`src/rtl/ctrl_pkg.sv`:
```
// Shared types and encodings for the multi-cycle RV32I control unit.
// Optional RV32M sequencing is enabled by defining MC_CTRL_MULDIV_EN.
package ctrl_pkg;

    typedef enum logic [3:0] {
        ST_IDLE     = 4'd0,
        ST_FETCH    = 4'd1,
        ST_DECODE   = 4'd2,
        ST_EXEC     = 4'd3,
        ST_MEM_REQ  = 4'd4,
        ST_MEM_WAIT = 4'd5,
        ST_WB       = 4'd6,
        ST_HALT     = 4'd7
`ifdef MC_CTRL_MULDIV_EN
        , ST_MD_WAIT = 4'd8
`endif
    } state_e;

    typedef enum logic [3:0] {
        K_ALU, K_LUI, K_AUIPC, K_JAL, K_JALR, K_BRANCH,
        K_LOAD, K_STORE, K_FENCE, K_MULDIV
    } kind_e;

    localparam logic [2:0] IMM_I = 3'b000;
    localparam logic [2:0] IMM_S = 3'b001;
    localparam logic [2:0] IMM_B = 3'b010;
    localparam logic [2:0] IMM_U = 3'b011;
    localparam logic [2:0] IMM_J = 3'b100;

    localparam logic [3:0] ALU_ADD  = 4'b0000;
    localparam logic [3:0] ALU_SUB  = 4'b1000;
    localparam logic [3:0] ALU_SLT  = 4'b0010;
    localparam logic [3:0] ALU_SLTU = 4'b0011;

    localparam logic [2:0] MEM_B  = 3'b000;
    localparam logic [2:0] MEM_H  = 3'b001;
    localparam logic [2:0] MEM_W  = 3'b010;
    localparam logic [2:0] MEM_BU = 3'b100;
    localparam logic [2:0] MEM_HU = 3'b101;

    localparam logic [2:0] WD_ALU   = 3'b000;
    localparam logic [2:0] WD_PC4   = 3'b001;
    localparam logic [2:0] WD_IMM   = 3'b010;
    localparam logic [2:0] WD_PCIMM = 3'b011;
    localparam logic [2:0] WD_MEM   = 3'b100;
    localparam logic [2:0] WD_MD    = 3'b101;

    localparam logic [1:0] PC_4   = 2'b00;
    localparam logic [1:0] PC_IMM = 2'b01;
    localparam logic [1:0] PC_REG = 2'b10;

    localparam logic [6:0] OP_LUI    = 7'b0110111;
    localparam logic [6:0] OP_AUIPC  = 7'b0010111;
    localparam logic [6:0] OP_JAL    = 7'b1101111;
    localparam logic [6:0] OP_JALR   = 7'b1100111;
    localparam logic [6:0] OP_BRANCH = 7'b1100011;
    localparam logic [6:0] OP_LOAD   = 7'b0000011;
    localparam logic [6:0] OP_STORE  = 7'b0100011;
    localparam logic [6:0] OP_IMM    = 7'b0010011;
    localparam logic [6:0] OP_REG    = 7'b0110011;
    localparam logic [6:0] OP_FENCE  = 7'b0001111;
    localparam logic [6:0] OP_SYSTEM = 7'b1110011;

    localparam logic [31:0] EBREAK = 32'h0010_0073;

    typedef struct packed {
        kind_e      kind;
        logic [2:0] imm_src;
        logic       alu_src;
        logic [3:0] alu_ctr;
        logic [2:0] mem_op;
    } dec_t;

endpackage

```
`src/rtl/ctrl_decode.sv`:
```
// Pure combinational instruction decode into the control field bundle.
// RV32M encodings are accepted only when MC_CTRL_MULDIV_EN is defined.
module ctrl_decode
    import ctrl_pkg::*;
(
    input  logic [31:0] i_inst,
    output dec_t        o_dec,
    output logic        o_ebreak,
    output logic        o_illegal
);

    logic [6:0] w_op;
    logic [2:0] w_f3;
    logic [6:0] w_f7;

    assign w_op = i_inst[6:0];
    assign w_f3 = i_inst[14:12];
    assign w_f7 = i_inst[31:25];

    always_comb begin
        o_dec     = '0;
        o_ebreak  = 1'b0;
        o_illegal = 1'b0;
        case (w_op)
            OP_LUI: begin
                o_dec.kind    = K_LUI;
                o_dec.imm_src = IMM_U;
            end
            OP_AUIPC: begin
                o_dec.kind    = K_AUIPC;
                o_dec.imm_src = IMM_U;
            end
            OP_JAL: begin
                o_dec.kind    = K_JAL;
                o_dec.imm_src = IMM_J;
            end
            OP_JALR: begin
                o_dec.kind    = K_JALR;
                o_dec.imm_src = IMM_I;
                o_dec.alu_src = 1'b1;
                o_illegal     = (w_f3 != 3'b000);
            end
            OP_BRANCH: begin
                o_dec.kind    = K_BRANCH;
                o_dec.imm_src = IMM_B;
                case (w_f3)
                    3'b000, 3'b001: o_dec.alu_ctr = ALU_SUB;
                    3'b100, 3'b101: o_dec.alu_ctr = ALU_SLT;
                    3'b110, 3'b111: o_dec.alu_ctr = ALU_SLTU;
                    default:        o_illegal     = 1'b1;
                endcase
            end
            OP_LOAD: begin
                o_dec.kind    = K_LOAD;
                o_dec.imm_src = IMM_I;
                o_dec.alu_src = 1'b1;
                o_dec.mem_op  = w_f3;
                o_illegal     = !(w_f3 inside {MEM_B, MEM_H, MEM_W, MEM_BU, MEM_HU});
            end
            OP_STORE: begin
                o_dec.kind    = K_STORE;
                o_dec.imm_src = IMM_S;
                o_dec.alu_src = 1'b1;
                o_dec.mem_op  = w_f3;
                o_illegal     = !(w_f3 inside {MEM_B, MEM_H, MEM_W});
            end
            OP_IMM: begin
                o_dec.kind    = K_ALU;
                o_dec.imm_src = IMM_I;
                o_dec.alu_src = 1'b1;
                o_dec.alu_ctr = {1'b0, w_f3};
                // Shift-immediates carry funct7 in the upper immediate bits.
                if (w_f3 == 3'b001 && w_f7 != 7'b0000000) begin
                    o_illegal = 1'b1;
                end else if (w_f3 == 3'b101) begin
                    if (w_f7 == 7'b0100000) begin
                        o_dec.alu_ctr = 4'b1101;
                    end else if (w_f7 != 7'b0000000) begin
                        o_illegal = 1'b1;
                    end
                end
            end
            OP_REG: begin
                o_dec.kind = K_ALU;
                if (w_f7 == 7'b0000000) begin
                    o_dec.alu_ctr = {1'b0, w_f3};
                end else if (w_f7 == 7'b0100000 && (w_f3 == 3'b000 || w_f3 == 3'b101)) begin
                    o_dec.alu_ctr = {1'b1, w_f3};
`ifdef MC_CTRL_MULDIV_EN
                end else if (w_f7 == 7'b0000001) begin
                    o_dec.kind = K_MULDIV;
`endif
                end else begin
                    o_illegal = 1'b1;
                end
            end
            OP_FENCE: begin
                o_dec.kind = K_FENCE;
                o_illegal  = (w_f3 != 3'b000);
            end
            OP_SYSTEM: begin
                o_ebreak  = (i_inst == EBREAK);
                o_illegal = (i_inst != EBREAK);
            end
            default: o_illegal = 1'b1;
        endcase
    end

endmodule

```
`src/rtl/mc_control.sv`:
```
// Multi-cycle RV32I control FSM: fetch/decode/execute/memory/writeback sequencing.
// Define MC_CTRL_MULDIV_EN to add the md_start/md_done handshake and MD_WAIT state.
module mc_control
    import ctrl_pkg::*;
#(
    parameter int MEM_TIMEOUT = 255
) (
    input  logic        clk,
    input  logic        rst,
    input  logic [31:0] inst,
    input  logic        br_taken,
    output logic        imem_req_valid,
    input  logic        imem_resp_valid,
    output logic        dmem_req_valid,
    input  logic        dmem_req_ready,
    input  logic        dmem_resp_valid,
    output logic        ir_write,
    output logic        pc_write,
    output logic [1:0]  pc_src,
    output logic        reg_write,
    output logic [2:0]  imm_src,
    output logic        alu_src,
    output logic [3:0]  alu_ctr,
    output logic        mem_write,
    output logic [2:0]  mem_op,
    output logic [2:0]  wd_src,
`ifdef MC_CTRL_MULDIV_EN
    output logic        md_start,
    input  logic        md_done,
`endif
    output logic [3:0]  state,
    output logic        halt,
    output logic        illegal,
    output logic        bus_err
);

    localparam int               CNT_W = $clog2(MEM_TIMEOUT + 1);
    localparam logic [CNT_W-1:0] LIMIT = CNT_W'(MEM_TIMEOUT - 1);

    state_e           r_state;
    state_e           w_next;
    logic [CNT_W-1:0] r_wait_cnt;
    dec_t             r_dec;
    dec_t             w_dec;
    logic             w_ebreak;
    logic             w_illegal;
    logic             r_halt;
    logic             r_illegal;
    logic             r_bus_err;
    logic             w_waiting;
    logic             w_handshake;
    logic             w_timeout;
    logic             w_store;

    ctrl_decode u_decode (
        .i_inst    (inst),
        .o_dec     (w_dec),
        .o_ebreak  (w_ebreak),
        .o_illegal (w_illegal)
    );

    assign w_store = (r_dec.kind == K_STORE);

    // Which handshake the current state is waiting on; the limit cycle still honours a late handshake.
    always_comb begin
        w_waiting   = 1'b0;
        w_handshake = 1'b0;
        case (r_state)
            ST_FETCH: begin
                w_waiting   = 1'b1;
                w_handshake = imem_resp_valid;
            end
            ST_MEM_REQ: begin
                w_waiting   = 1'b1;
                w_handshake = dmem_req_ready;
            end
            ST_MEM_WAIT: begin
                w_waiting   = 1'b1;
                w_handshake = dmem_resp_valid;
            end
`ifdef MC_CTRL_MULDIV_EN
            ST_MD_WAIT: begin
                w_waiting   = 1'b1;
                w_handshake = md_done;
            end
`endif
            default: ;
        endcase
        w_timeout = w_waiting && !w_handshake && (r_wait_cnt == LIMIT);
    end

    always_ff @(posedge clk or posedge rst) begin
        if (rst) begin
            r_state <= ST_IDLE;
        end else begin
            r_state <= w_next;
        end
    end

    always_comb begin
        w_next = r_state;
        case (r_state)
            ST_IDLE:   w_next = ST_FETCH;
            ST_FETCH: begin
                if (w_handshake)    w_next = ST_DECODE;
                else if (w_timeout) w_next = ST_HALT;
            end
            ST_DECODE: w_next = (w_ebreak || w_illegal) ? ST_HALT : ST_EXEC;
            ST_EXEC: begin
                case (r_dec.kind)
                    K_BRANCH, K_JAL, K_JALR: w_next = ST_FETCH;
                    K_LOAD, K_STORE:         w_next = ST_MEM_REQ;
`ifdef MC_CTRL_MULDIV_EN
                    K_MULDIV:                w_next = ST_MD_WAIT;
`endif
                    default:                 w_next = ST_WB;
                endcase
            end
            ST_MEM_REQ: begin
                if (w_handshake)    w_next = w_store ? ST_FETCH : ST_MEM_WAIT;
                else if (w_timeout) w_next = ST_HALT;
            end
            ST_MEM_WAIT: begin
                if (w_handshake)    w_next = ST_FETCH;
                else if (w_timeout) w_next = ST_HALT;
            end
`ifdef MC_CTRL_MULDIV_EN
            ST_MD_WAIT: begin
                if (w_handshake)    w_next = ST_WB;
                else if (w_timeout) w_next = ST_HALT;
            end
`endif
            ST_WB:     w_next = ST_FETCH;
            ST_HALT:   w_next = ST_HALT;
            default:   w_next = ST_IDLE;
        endcase
    end

    always_ff @(posedge clk or posedge rst) begin
        if (rst) begin
            r_wait_cnt <= '0;
            r_halt     <= 1'b0;
            r_illegal  <= 1'b0;
            r_bus_err  <= 1'b0;
        end else begin
            if (w_next != r_state) begin
                r_wait_cnt <= '0;
            end else if (w_waiting && !w_handshake) begin
                r_wait_cnt <= r_wait_cnt + CNT_W'(1);
            end
            if (r_state == ST_DECODE && w_ebreak)  r_halt    <= 1'b1;
            if (r_state == ST_DECODE && w_illegal) r_illegal <= 1'b1;
            if (w_timeout)                          r_bus_err <= 1'b1;
        end
    end

    // Decoded fields are datapath-side: captured once in DECODE, no reset needed.
    always_ff @(posedge clk) begin
        if (r_state == ST_DECODE) begin
            r_dec <= w_dec;
        end
    end

    always_comb begin
        imem_req_valid = 1'b0;
        dmem_req_valid = 1'b0;
        ir_write       = 1'b0;
        pc_write       = 1'b0;
        pc_src         = PC_4;
        reg_write      = 1'b0;
        imm_src        = IMM_I;
        alu_src        = 1'b0;
        alu_ctr        = ALU_ADD;
        mem_write      = 1'b0;
        mem_op         = MEM_B;
        wd_src         = WD_ALU;
`ifdef MC_CTRL_MULDIV_EN
        md_start       = 1'b0;
`endif
        if (!(r_state inside {ST_IDLE, ST_FETCH, ST_DECODE, ST_HALT})) begin
            imm_src = r_dec.imm_src;
            alu_src = r_dec.alu_src;
            alu_ctr = r_dec.alu_ctr;
        end
        case (r_state)
            ST_FETCH: begin
                imem_req_valid = 1'b1;
                ir_write       = imem_resp_valid;
            end
            ST_EXEC: begin
                case (r_dec.kind)
                    K_BRANCH: begin
                        pc_write = 1'b1;
                        pc_src   = br_taken ? PC_IMM : PC_4;
                    end
                    K_JAL, K_JALR: begin
                        reg_write = 1'b1;
                        wd_src    = WD_PC4;
                        pc_write  = 1'b1;
                        pc_src    = (r_dec.kind == K_JAL) ? PC_IMM : PC_REG;
                    end
`ifdef MC_CTRL_MULDIV_EN
                    K_MULDIV: md_start = 1'b1;
`endif
                    default: ;
                endcase
            end
            ST_MEM_REQ: begin
                dmem_req_valid = 1'b1;
                mem_write      = w_store;
                mem_op         = r_dec.mem_op;
                pc_write       = w_store && dmem_req_ready;
            end
            ST_MEM_WAIT: begin
                mem_op = r_dec.mem_op;
                if (dmem_resp_valid) begin
                    reg_write = 1'b1;
                    wd_src    = WD_MEM;
                    pc_write  = 1'b1;
                end
            end
            ST_WB: begin
                reg_write = (r_dec.kind != K_FENCE);
                pc_write  = 1'b1;
                case (r_dec.kind)
                    K_LUI:    wd_src = WD_IMM;
                    K_AUIPC:  wd_src = WD_PCIMM;
                    K_MULDIV: wd_src = WD_MD;
                    default:  wd_src = WD_ALU;
                endcase
            end
            default: ;
        endcase
    end

    assign state   = r_state;
    assign halt    = r_halt;
    assign illegal = r_illegal;
    assign bus_err = r_bus_err;

endmodule

```
`config.mk`:
```
export PLATFORM = sky130hd
export DESIGN_NAME = mc_control
export DESIGN_NICKNAME = d
export VERILOG_FILES = /design/src/rtl/ctrl_pkg.sv /design/src/rtl/ctrl_decode.sv /design/src/rtl/mc_control.sv
export SDC_FILE = /design/constraint.sdc
export NUM_CORES = 1
export LEC_CHECK = 0
export BUFFER_PORTS_ARGS = -buffer_cell sky130_fd_sc_hd__buf_2
export CORE_AREA = 2 2 114 88
export CTS_CLUSTER_DIAMETER = 200
export DETAILED_ROUTE_END_ITERATION = 6
export DIE_AREA = 0 0 116 90
export HOLD_SLACK_MARGIN = 0.05
export PLACE_DENSITY = 0.51
export SLEW_MARGIN = 20
export SYNTH_ARGS = -nofsm -noshare
export SYNTH_HDL_FRONTEND = slang
export SYNTH_SLANG_ARGS = --single-unit
```
`constraint.sdc`:
```
create_clock -name clk -period 3.4 [get_ports clk]
set_clock_uncertainty 0.2 [all_clocks]
set_input_delay 0.51 -clock clk [delete_from_list [all_inputs] [get_ports clk]]
set_output_delay 0.51 -clock clk [all_outputs]
set_load 0.1 [all_outputs]
```
==> results of run 1 <==
==> final cells by class <==
class | instances | share of cell area, %
Sequential cell | 30 | 27.7
Inverter | 10 | 1.25
Timing Repair Buffer | 69 | 11.8
Clock buffer | 8 | 5.26
Multi-Input combinational cell | 196 | 48.4
Tap cell | 132 | 5.51
==> cells by family after synthesis <==
kind of cell               count (synthesis)  share of synthesized area [%]
adders and majority gates                  2                           1.10
other                                      1                          0.165
muxes                                      4                           2.04
and+or+nand+nor                          126                           32.7
DFF                                       30                           36.3
AOI/OAI and AO/OA                         53                           18.8
xor gates and xnor gates                  10                           3.85
buffers and inverters                     28                           5.01
==> power by group <==
| group | switching, mW | total, mW | internal [mW] | leakage [nW] |
|---|---|---|---|---|
| clock network | 0.143 | 0.458 | 0.315 | 0.0763 |
| registers | 0.0250 | 0.417 | 0.392 | 0.329 |
| logic | 0.217 | 0.293 | 0.0762 | 0.774 |
==> cells in the final DEF, fill, tap and decap left out, types with 2 or more instances in the layout <==
cell / instances
buf_2: 65
nor2_1: 20
nand2_1: 18
nor3_1: 15
edfxtp_1: 15
nor2b_1: 13
dfrtp_1: 12
a21oi_1: 9
inv_1: 8
nand4_1: 7
o21ai_0: 7
nand2b_1: 6
and2_1: 6
clkbuf_16: 6
nand3_1: 5
nor4_1: 5
xnor2_1: 5
xor2_1: 5
o22ai_1: 3
a41oi_1: 3
or3_1: 3
buf_4: 3
or2_1: 2
nor4b_1: 2
or4_1: 2
nor4b_4: 2
a21o_1: 2
inv_2: 2
mux2i_1: 2
nor3b_1: 2
o21ai_1: 2
nor4_4: 2
or2_2: 2
a22oi_1: 2
nor3_4: 2
a32o_1: 2
ha_1: 2
clkbuf_1: 2
dfrtp_2: 2
==> layer usage <==
metal  wire length, um  track usage [%]  vias to the layer above  share of wire, %
met5                 0                0                        -                 0
met4                57             3.87                        0              0.94
met3               361             2.43                        5               6.0
met2              2540             17.1                       74                42
met1              3110             18.6                      968                51
li1                  -                -                     1069                 -
==> per-stage QoR <==
step	power, mW	cells	TNS (ns)
after global placement	0.718	437	0
after floorplan	0.653	254	-1.65
after global routing	1.22	445	0
after CTS	1.18	445	0
after detailed placement	0.718	437	0
final	1.17	445	0
==> how the worst min path moves through the flow <==
stage	to	slack, ns
final	r_wait_cnt[4]	0.09
after global routing	r_wait_cnt[6]	0.14
after floorplan	bus_err	0.21
after detailed placement	bus_err	0.25
after global placement	bus_err	0.24
after CTS	r_wait_cnt[6]	0.11
==> registers in the layout, indices dropped and copies added, names as in the netlist <==
register / flops
bus_err: 1
r_wait_cnt: 8
r_dec: 15
halt: 1
state: 4
illegal: 1
==> repair_timing <==
item	CTS	global route
resized for setup	0	1
endpoints found under the setup margin	0	1
setup buffers	0	0
hold endpoints to repair	0	0
==> results_dict.tcl, run 1 <==
set metrics [dict create \
    status "finished clean" \
    cp-endpoint "wd_src[0]" \
    slew_violations 0 \
    rows 31 \
    nets 352 \
    hold_ws_ns 0.0928 \
    max_slew_margin_pct 45.2 \
    crit_family "simple AND/OR/NAND/NOR gates" \
    die_h_um 90 \
    dieArea_um2 10400 \
    fillers 999 \
    tritoncts "done" \
    yosysMostFrequentCell "nor2_1" \
    clkTransAtPathRegs_ns 0.05 \
    finalCritPeriodShare_pct 92.1 \
    grt_max_degree 19 \
    fmax_mhz 319 \
    grt_pass1_vias 1943 \
    synthDistinctLibCells 70 \
    cp_slowest_cell "dfrtp_1" \
    preCtsSetupSlack_ns 0.464 \
    hold_viol 0 \
    p_leak_nw 1.18 \
    ys_seq_area_share_pct 36.3 \
    min_path_type "input port to async pin" \
    tightestPinTransition_ns 0.822 \
    cts_inserted_buffers 5 \
    final_area_um2 3000 \
    critical_path.startpoint "state[3]" \
    final-setup-viol-count 0 \
    antenna_found_initial 0 \
    cts_hold_buf 0 \
    antennaDiodeCount 0 \
    grt_pass1_wl_um 10100 \
    cp_num_cells 6 \
    cts_max_level 2 \
    crit_type "flop to output pin" \
    via_per_inst 4.76 \
    postPlaceCellArea_um2 2840 \
    ir_drop_uv 165 \
    fin_crit_ns 3.13 \
    clock_path_buffers 2 \
    dr.pass1.iters 4 \
    power.density_nw_per_um2 389 \
    synthTopCellsByCount "nor2_1 (21), nand2_1 (18), nor3_1 (17)" \
    critPathLaunchType "flop" \
    initial_utilization_pct 24.2 \
    path_cells "nor2_1, nand3_1, nor4b_1, a21oi_1, o22ai_4, clkbuf_4" \
    routedWlPerCell_um 13.6 \
    synth.yosys.warnings 0 \
    drt_iter0_drc 118 \
    worst_r2r_endpoint "r_wait_cnt[2]" \
    critPathArrivalTime_ns 2.42 \
    regToRegSetupSlack_ns 0.68 \
    synth_largest_area_cell "edfxtp_1" \
    drt-total-wl_um 6070 \
    finalWorstSetupSlack_ns 0.269 \
    syn_nets 294 \
    overflow 0 \
    dr_total_vias 2116 \
    syn-instance-count 254 \
    synth-edff-count 15 \
    synth_seq_cells 30 \
    yosys.area.top_type_share_pct 19.8 \
    cp.required_ns 2.69 \
    io_pins 67 \
    critPathCaptureType "output pin" \
    reg2reg_depth 6 \
    critPathMaxFanout 12 \
    detail-route-antenna-nets 0 \
    clkLatencyLatePin_ns 0.27 \
    place_hpwl_um 4810 \
    layout-drive-gt1-share_pct 32.9 \
    drv_cap 0 \
    core_um2 9390 \
    multi_input_area_um2 1450 \
    portBuffers 66 \
    ff_latch_area_um2 832 \
    syn_area_um2 2270 \
    syn_area_per_cell_um2 8.95 \
    worstPathBufferInverterCount 1 \
    gp_congestion 0.873 \
    root_buffer "clkbuf_16" \
    timing.rr.start "state[3]" \
    drcViolationCount 0 \
    syn_to_final_growth_pct 31.9 \
    synth_ff_type "edfxtp_1" \
    max_stage_delay_ns 0.55 \
    cts.sinks 30 \
    async_reset_ff_share_pct 50.0 \
    rsz0062_at_grt "no" \
    synthTopCellsByArea "edfxtp_1 (20%), dfrtp_1 (17%), nor3_1 (3.7%)" \
    die_w_um 116 \
    final_util_pct 32.0 \
    grt_usage_pct 12.2 \
]
No activity file was read; power rests on OpenSTA's default activity.
==> run 2, diff against run 1 <==
--- a/config.mk
+++ b/config.mk
@@ -7,8 +7,8 @@
 export LEC_CHECK = 0
 export BUFFER_PORTS_ARGS = -buffer_cell sky130_fd_sc_hd__buf_2
-export CORE_AREA = 2 2 114 88
-export CTS_CLUSTER_DIAMETER = 200
+export CORE_AREA = 2 2 115 89
+export CTS_CLUSTER_DIAMETER = 60
 export DETAILED_ROUTE_END_ITERATION = 6
-export DIE_AREA = 0 0 116 90
+export DIE_AREA = 0 0 117 91
 export HOLD_SLACK_MARGIN = 0.05
 export PLACE_DENSITY = 0.51
@@ -16,3 +16,4 @@
 export SYNTH_ARGS = -nofsm -noshare
 export SYNTH_HDL_FRONTEND = slang
+export SYNTH_HIERARCHICAL = 1
 export SYNTH_SLANG_ARGS = --single-unit
==> constraint.sdc (replaced) <==
create_clock -name clk -period 3.4 [get_ports clk]
set_clock_uncertainty 0.2 [all_clocks]
set_input_delay 0.34 -clock clk [delete_from_list [all_inputs] [get_ports clk]]
set_output_delay 0.34 -clock clk [all_outputs]
set_load 0.1 [all_outputs]
==> results_dict.tcl, run 2 <==
set metrics [dict create \
    syn_area_um2 2340 \
    critPathArrivalTime_ns 2.37 \
    synth_compound_area_share_pct 19.3 \
    cp_slowest_cell "dfrtp_1" \
    drcViolationCount 0 \
    mostFrequentLayoutCell "buf_2" \
    antennaDiodeCount 0 \
    routedWlPerCell_um 13.3 \
    synth_ff_type "edfxtp_1" \
    synthDistinctLibCells 64 \
    cts_inserted_buffers 5 \
    clkLatencyLatePin_ns 0.27 \
    dieArea_um2 10600 \
    drv_cap 0 \
    grt_pass1_wl_um 9980 \
    max_slew_margin_pct 44.2 \
    fmax_mhz 344 \
    regMostFlops "r_dec" \
    die_w_um 117 \
    nets 364 \
    grt_max_degree 23 \
    synth_largest_area_cell "edfxtp_1" \
    drt-total-wl_um 6070 \
    hp-start "halt" \
    max_stage_delay_ns 0.71 \
    fin_crit_ns 2.91 \
    combPwrFrac_pct 28.0 \
    core_um2 9500 \
    syn_nets 306 \
    syn_to_final_growth_pct 28.7 \
    place_hpwl_um 4740 \
    crit_type "flop to output pin" \
    synth-edff-count 15 \
    ys_seq_area_share_pct 35.2 \
    final-setup-viol-count 0 \
    grt_usage_pct 11.8 \
    preCtsSetupSlack_ns 0.338 \
    critPathMaxFanout 17 \
    hold_viol 0 \
    status "finished clean" \
    synth.yosys.warnings 6 \
    critical_path.startpoint "state[0]" \
    fillers 1009 \
    cts_max_level 2 \
    synthTopCellsByCount "nand2_1 (19), nor2b_1 (19), nor2_1 (18), nor3_1 (18)" \
    p_leak_nw 1.24 \
    clock_path_buffers 2 \
    regToRegSetupSlack_ns 0.71 \
    portBuffers 66 \
    synth_mux_area_share_pct 0.854 \
    dr_total_vias 2266 \
    cp.required_ns 2.86 \
    async_reset_ff_share_pct 50.0 \
    largest_register_ffs 15 \
    synth_simple_gate_area_share_pct 34.7 \
    syn-instance-count 266 \
    hold_ws_ns 0.249 \
    path_cells "nor4bb_1, and3_2, o21bai_2, buf_2" \
    cts.sinks 30 \
    rows 31 \
    swShare_pct 34.9 \
    gp_congestion 0.800 \
    syn_area_per_cell_um2 8.81 \
    die_h_um 91 \
    p_int_uw 831 \
    final_cell_mix "buf_2 (66), nand2_1 (19), nor2_1 (18), nor3_1 (18), edfxtp_1 (15)" \
    timing.rr.start "state[2]" \
    synth_seq_cells 30 \
    min_path_type "flop to flop" \
    grtUsageMet3_pct 2.40 \
    synthTopCellsByArea "edfxtp_1 (19%), dfrtp_1 (16%), nor2b_1 (5.1%)" \
    yosys.area.top_type_share_pct 19.2 \
    drt_iter0_drc 116 \
    ir_drop_uv 146 \
    initial_utilization_pct 24.7 \
    antenna_found_initial 0 \
    grt.met1_usage_pct 17.2 \
    critPathCaptureType "output pin" \
    p_seq_share_pct 33.9 \
    rsz0062_at_grt "no" \
    setup_tns_ns 0 \
    root_buffer "clkbuf_16" \
    io_pins 67 \
    power.share.clock_pct 38.1 \
    tritoncts "done" \
    finalCritPeriodShare_pct 85.5 \
    synthXorXnorAreaFrac_pct 3.36 \
    power.density_nw_per_um2 423 \
    detail-route-antenna-nets 0 \
    clkTransAtPathRegs_ns 0.05 \
    slew_violations 0 \
    top_usage_layer "met1" \
    critPathLaunchType "flop" \
    switching_power_uw 446 \
    layout-drive-gt1-share_pct 32.6 \
    grt_pass1_vias 2005 \
    synthAdderAreaFrac_pct 1.07 \
    final_util_pct 31.8 \
    overflow 0 \
    via_per_inst 4.96 \
    dr.pass1.iters 4 \
    finalWorstSetupSlack_ns 0.493 \
    synth_top_family_by_area "simple AND/OR/NAND/NOR gates" \
    tightestPinTransition_ns 0.834 \
    grtUsageMet2_pct 17.0 \
]
[run 2: what timing repair did]
action / 4_1_cts / 5_1_grt
gates resized for setup: 0 / 0
hold buffers: 1 / 0
buffers inserted: 0 / 0
endpoints found under the hold margin: 15 / 0
[run 2: kinds of logic (layout without fill, tap and decap cells)]
| group | after synthesis | count (layout) |
|---|---|---|
| DFF | 30 | 30 |
| xor gates and xnor gates | 9 | 9 |
| AOI/OAI and AO/OA | 59 | 59 |
| other | 1 | 1 |
| buffers and inverters | 26 | 85 |
| and+or+nand+nor | 137 | 137 |
| adders and majority gates | 2 | 2 |
| muxes | 2 | 2 |
[run 2: stage by stage]
step	cells	cell area (um2)	total power, mW
floorplan	266	2420	0.719
global placement	448	2850	0.796
detailed placement	448	2850	0.798
CTS	457	3020	1.29
global route	457	3020	1.33
finish	457	3020	1.28
[run 2: worst paths after layout]
| path | end | depth (start not counted) |
|---|---|---|
| max | wd_src[0] | 4 |
| min | halt | 1 |
| max reg2reg | r_wait_cnt[5] | 5 |
| min reg2reg | halt | 1 |
| max in group asynchronous | state[2] | 3 |
| min in group asynchronous | r_wait_cnt[2] | 3 |
[run 2: cell type report]
cell class	count	area, um2	share of cell area, %
inverters	9	33.8	1.12
clock buffers	7	133	4.39
well taps	132	165	5.47
flip-flops and latches	30	828	27.4
multi-input cells	210	1480	49.0
repair buffers	68	348	11.5
clock inverters	1	30.0	0.995
[run 2: per-layer routing]
layer,part of all wire [%],routed length (um)
met1,51,3080
met2,42,2560
met3,5.1,310
met4,2.0,120
met5,0,0
[run 2: power by group through the flow]
| stage | logic, mW | clock network [mW] | registers, mW |
|---|---|---|---|
| 6_report | 0.357 | 0.487 | 0.433 |
| 5_1_grt | 0.382 | 0.516 | 0.436 |
| 4_1_cts | 0.359 | 0.499 | 0.434 |
| 3_5_place_dp | 0.358 | 0 | 0.440 |
| 3_3_place_gp | 0.356 | 0 | 0.440 |
| 2_1_floorplan | 0.232 | 0 | 0.487 |
[run 2: worst max-delay path, delay by kind of cell (launching register included)]
family / cells / cell delay [ns]
buffers and inverters: 1 / 0.44
flip-flops: 1 / 0.71
AND/OR/NAND/NOR: 2 / 0.83
AO/OA/AOI/OAI: 1 / 0.10
==> run 3, diff against run 2 <==
- HOLD_SLACK_MARGIN: 0.05 -> unset
- PLACE_DENSITY: 0.51 -> 0.52
- clock period: 3.4 -> 2.6 ns (I/O delays scaled with it)
==> results_dict.tcl, run 3 (synthesis results as in run 2) <==
set metrics [dict create \
    grt_usage_pct 12.6 \
    cts_inserted_buffers 5 \
    grt_max_degree 18 \
    dr_total_vias 2465 \
    drv_cap 0 \
    critPathLaunchType "input port" \
    critPathArrivalTime_ns 2.47 \
    p_seq_share_pct 32.7 \
    final_cell_mix "buf_2 (57), buf_4 (48), nand2_1 (19), nor2_1 (18), nor3_1 (16)" \
    worstPathBufferInverterCount 1 \
    drt-total-wl_um 6610 \
    nets 411 \
    combPwrFrac_pct 34.4 \
    syn_to_final_growth_pct 52.7 \
    hold_ws_ns 0.199 \
    antenna_found_initial 0 \
    initial_utilization_pct 24.7 \
    core_um2 9500 \
    power.density_nw_per_um2 467 \
    ff_latch_area_um2 836 \
    detail-route-antenna-nets 0 \
    layout-drive-gt1-share_pct 44.1 \
    antennaDiodeCount 0 \
    power.share.clock_pct 32.9 \
    ir_drop_uv 185 \
    die_h_um 91 \
    max_slew_margin_pct 57.5 \
    critPathMaxFanout 8 \
    finalCritPeriodShare_pct 97.2 \
    dieArea_um2 10600 \
    largest_register_ffs 15 \
    path_cells "buf_6, nor4_4, nand4_1, nor4_4, nand2b_4, nand4_1, or2_4, a32oi_2, o2111ai_2, a22oi_4, nor3_1" \
    routedWlPerCell_um 13.1 \
    tightestPinTransition_ns 0.629 \
    tritoncts "done" \
    min_path_type "input port to flop" \
    hold_viol 0 \
    max_stage_delay_ns 0.39 \
    cts_max_level 2 \
    rows 31 \
    grt_pass1_vias 2256 \
    clkLatencyLatePin_ns 0.27 \
    dr.pass1.iters 4 \
    fin_crit_ns 2.53 \
    mostFrequentLayoutCell "buf_2" \
    multi_input_area_um2 1610 \
    p_int_mw 1.05 \
    cp.required_ns 2.55 \
    drt_iter0_drc 142 \
    cp_slowest_cell "a22oi_4" \
    critPathCaptureType "flop" \
    swShare_pct 37.3 \
    switching_power_uw 623 \
    grt_pass1_wl_um 10900 \
    rsz0062_at_grt "yes" \
    p_leak_nw 1.52 \
    regMostFlops "r_dec" \
    via_per_inst 4.89 \
    place_hpwl_um 5290 \
    overflow 0 \
    status "finished clean" \
    gp_congestion 0.837 \
    io_pins 67 \
    cts.sinks 30 \
    clock_path_buffers 2 \
    final_util_pct 37.7 \
    fmax_mhz 396 \
    crit_family "simple AND/OR/NAND/NOR gates" \
    crit_type "input port to flop" \
    final-setup-viol-count 0 \
    slew_violations 0 \
    root_buffer "clkbuf_16" \
    drcViolationCount 0 \
    clkTransAtPathRegs_ns 0.05 \
    die_w_um 117 \
    portBuffers 66 \
    fillers 958 \
]
## run 3: repair_timing
item                                   CTS  global route
pin swaps                                0             9
hold buffers                             1             0
resized for setup                        1            16
setup endpoints to repair                1             9
endpoints found under the hold margin   15             0
setup buffers                            0             2
## run 3: final cells by class
| type | count | area share (%) |
|---|---|---|
| inverter | 9 | 0.943 |
| multi-input combinational | 210 | 45.0 |
| tap | 132 | 4.61 |
| sequential | 30 | 23.3 |
| timing repair buffer | 115 | 22.1 |
| clock buffer | 5 | 3.49 |
| clock inverter | 3 | 0.454 |
## run 3: power groups by stage
stage / registers (mW) / logic (mW) / clock network (mW)
floorplan: 0.641 / 0.316 / 0
global placement: 0.555 / 0.554 / 0
detailed placement: 0.555 / 0.557 / 0
CTS: 0.546 / 0.560 / 0.561
global route: 0.551 / 0.610 / 0.579
finish: 0.546 / 0.574 / 0.550
## run 3: final timing paths
path                                  from       endpoint  slack [ns]  depth (start not counted)
min in group asynchronous              rst  r_wait_cnt[4]        0.39                          3
max in group asynchronous              rst       state[2]        1.38                          3
max reg2reg                       state[3]  r_wait_cnt[6]        0.24                          5
min                        imem_resp_valid       state[1]        0.20                          3
min reg2reg                        illegal        illegal        0.25                          1
max                                inst[9]  r_wait_cnt[6]        0.07                         11
## run 3: layer usage
layer | global-route usage, % | vias to the layer above | wire length [um] | part of all wire [%]
li1 | - | 1207 | - | -
met1 | 18.5 | 1170 | 3280 | 50
met2 | 18.9 | 80 | 2900 | 44
met3 | 1.94 | 8 | 340 | 5.1
met4 | 3.82 | 0 | 85 | 1.3
met5 | 0 | - | 0 | 0
## run 3: worst min-delay path, delay by kind of cell
family / cells / cell delay, ns
compound gates: 1 / 0.10
buf+inv: 1 / 0.11
simple gates: 1 / 0.17
## run 3: stage by stage
step,total power [mW],setup WS (ns),instance area [um2],cells,TNS [ns]
finish,1.67,0.0732,3580,504,0
global route,1.74,-0.0432,3580,504,-0.215
CTS,1.67,0.0284,3460,502,0
detailed placement,1.11,-0.273,3300,493,-2.05
global placement,1.11,-0.218,3300,493,-1.62
floorplan,0.957,-1.25,2500,266,-8.37
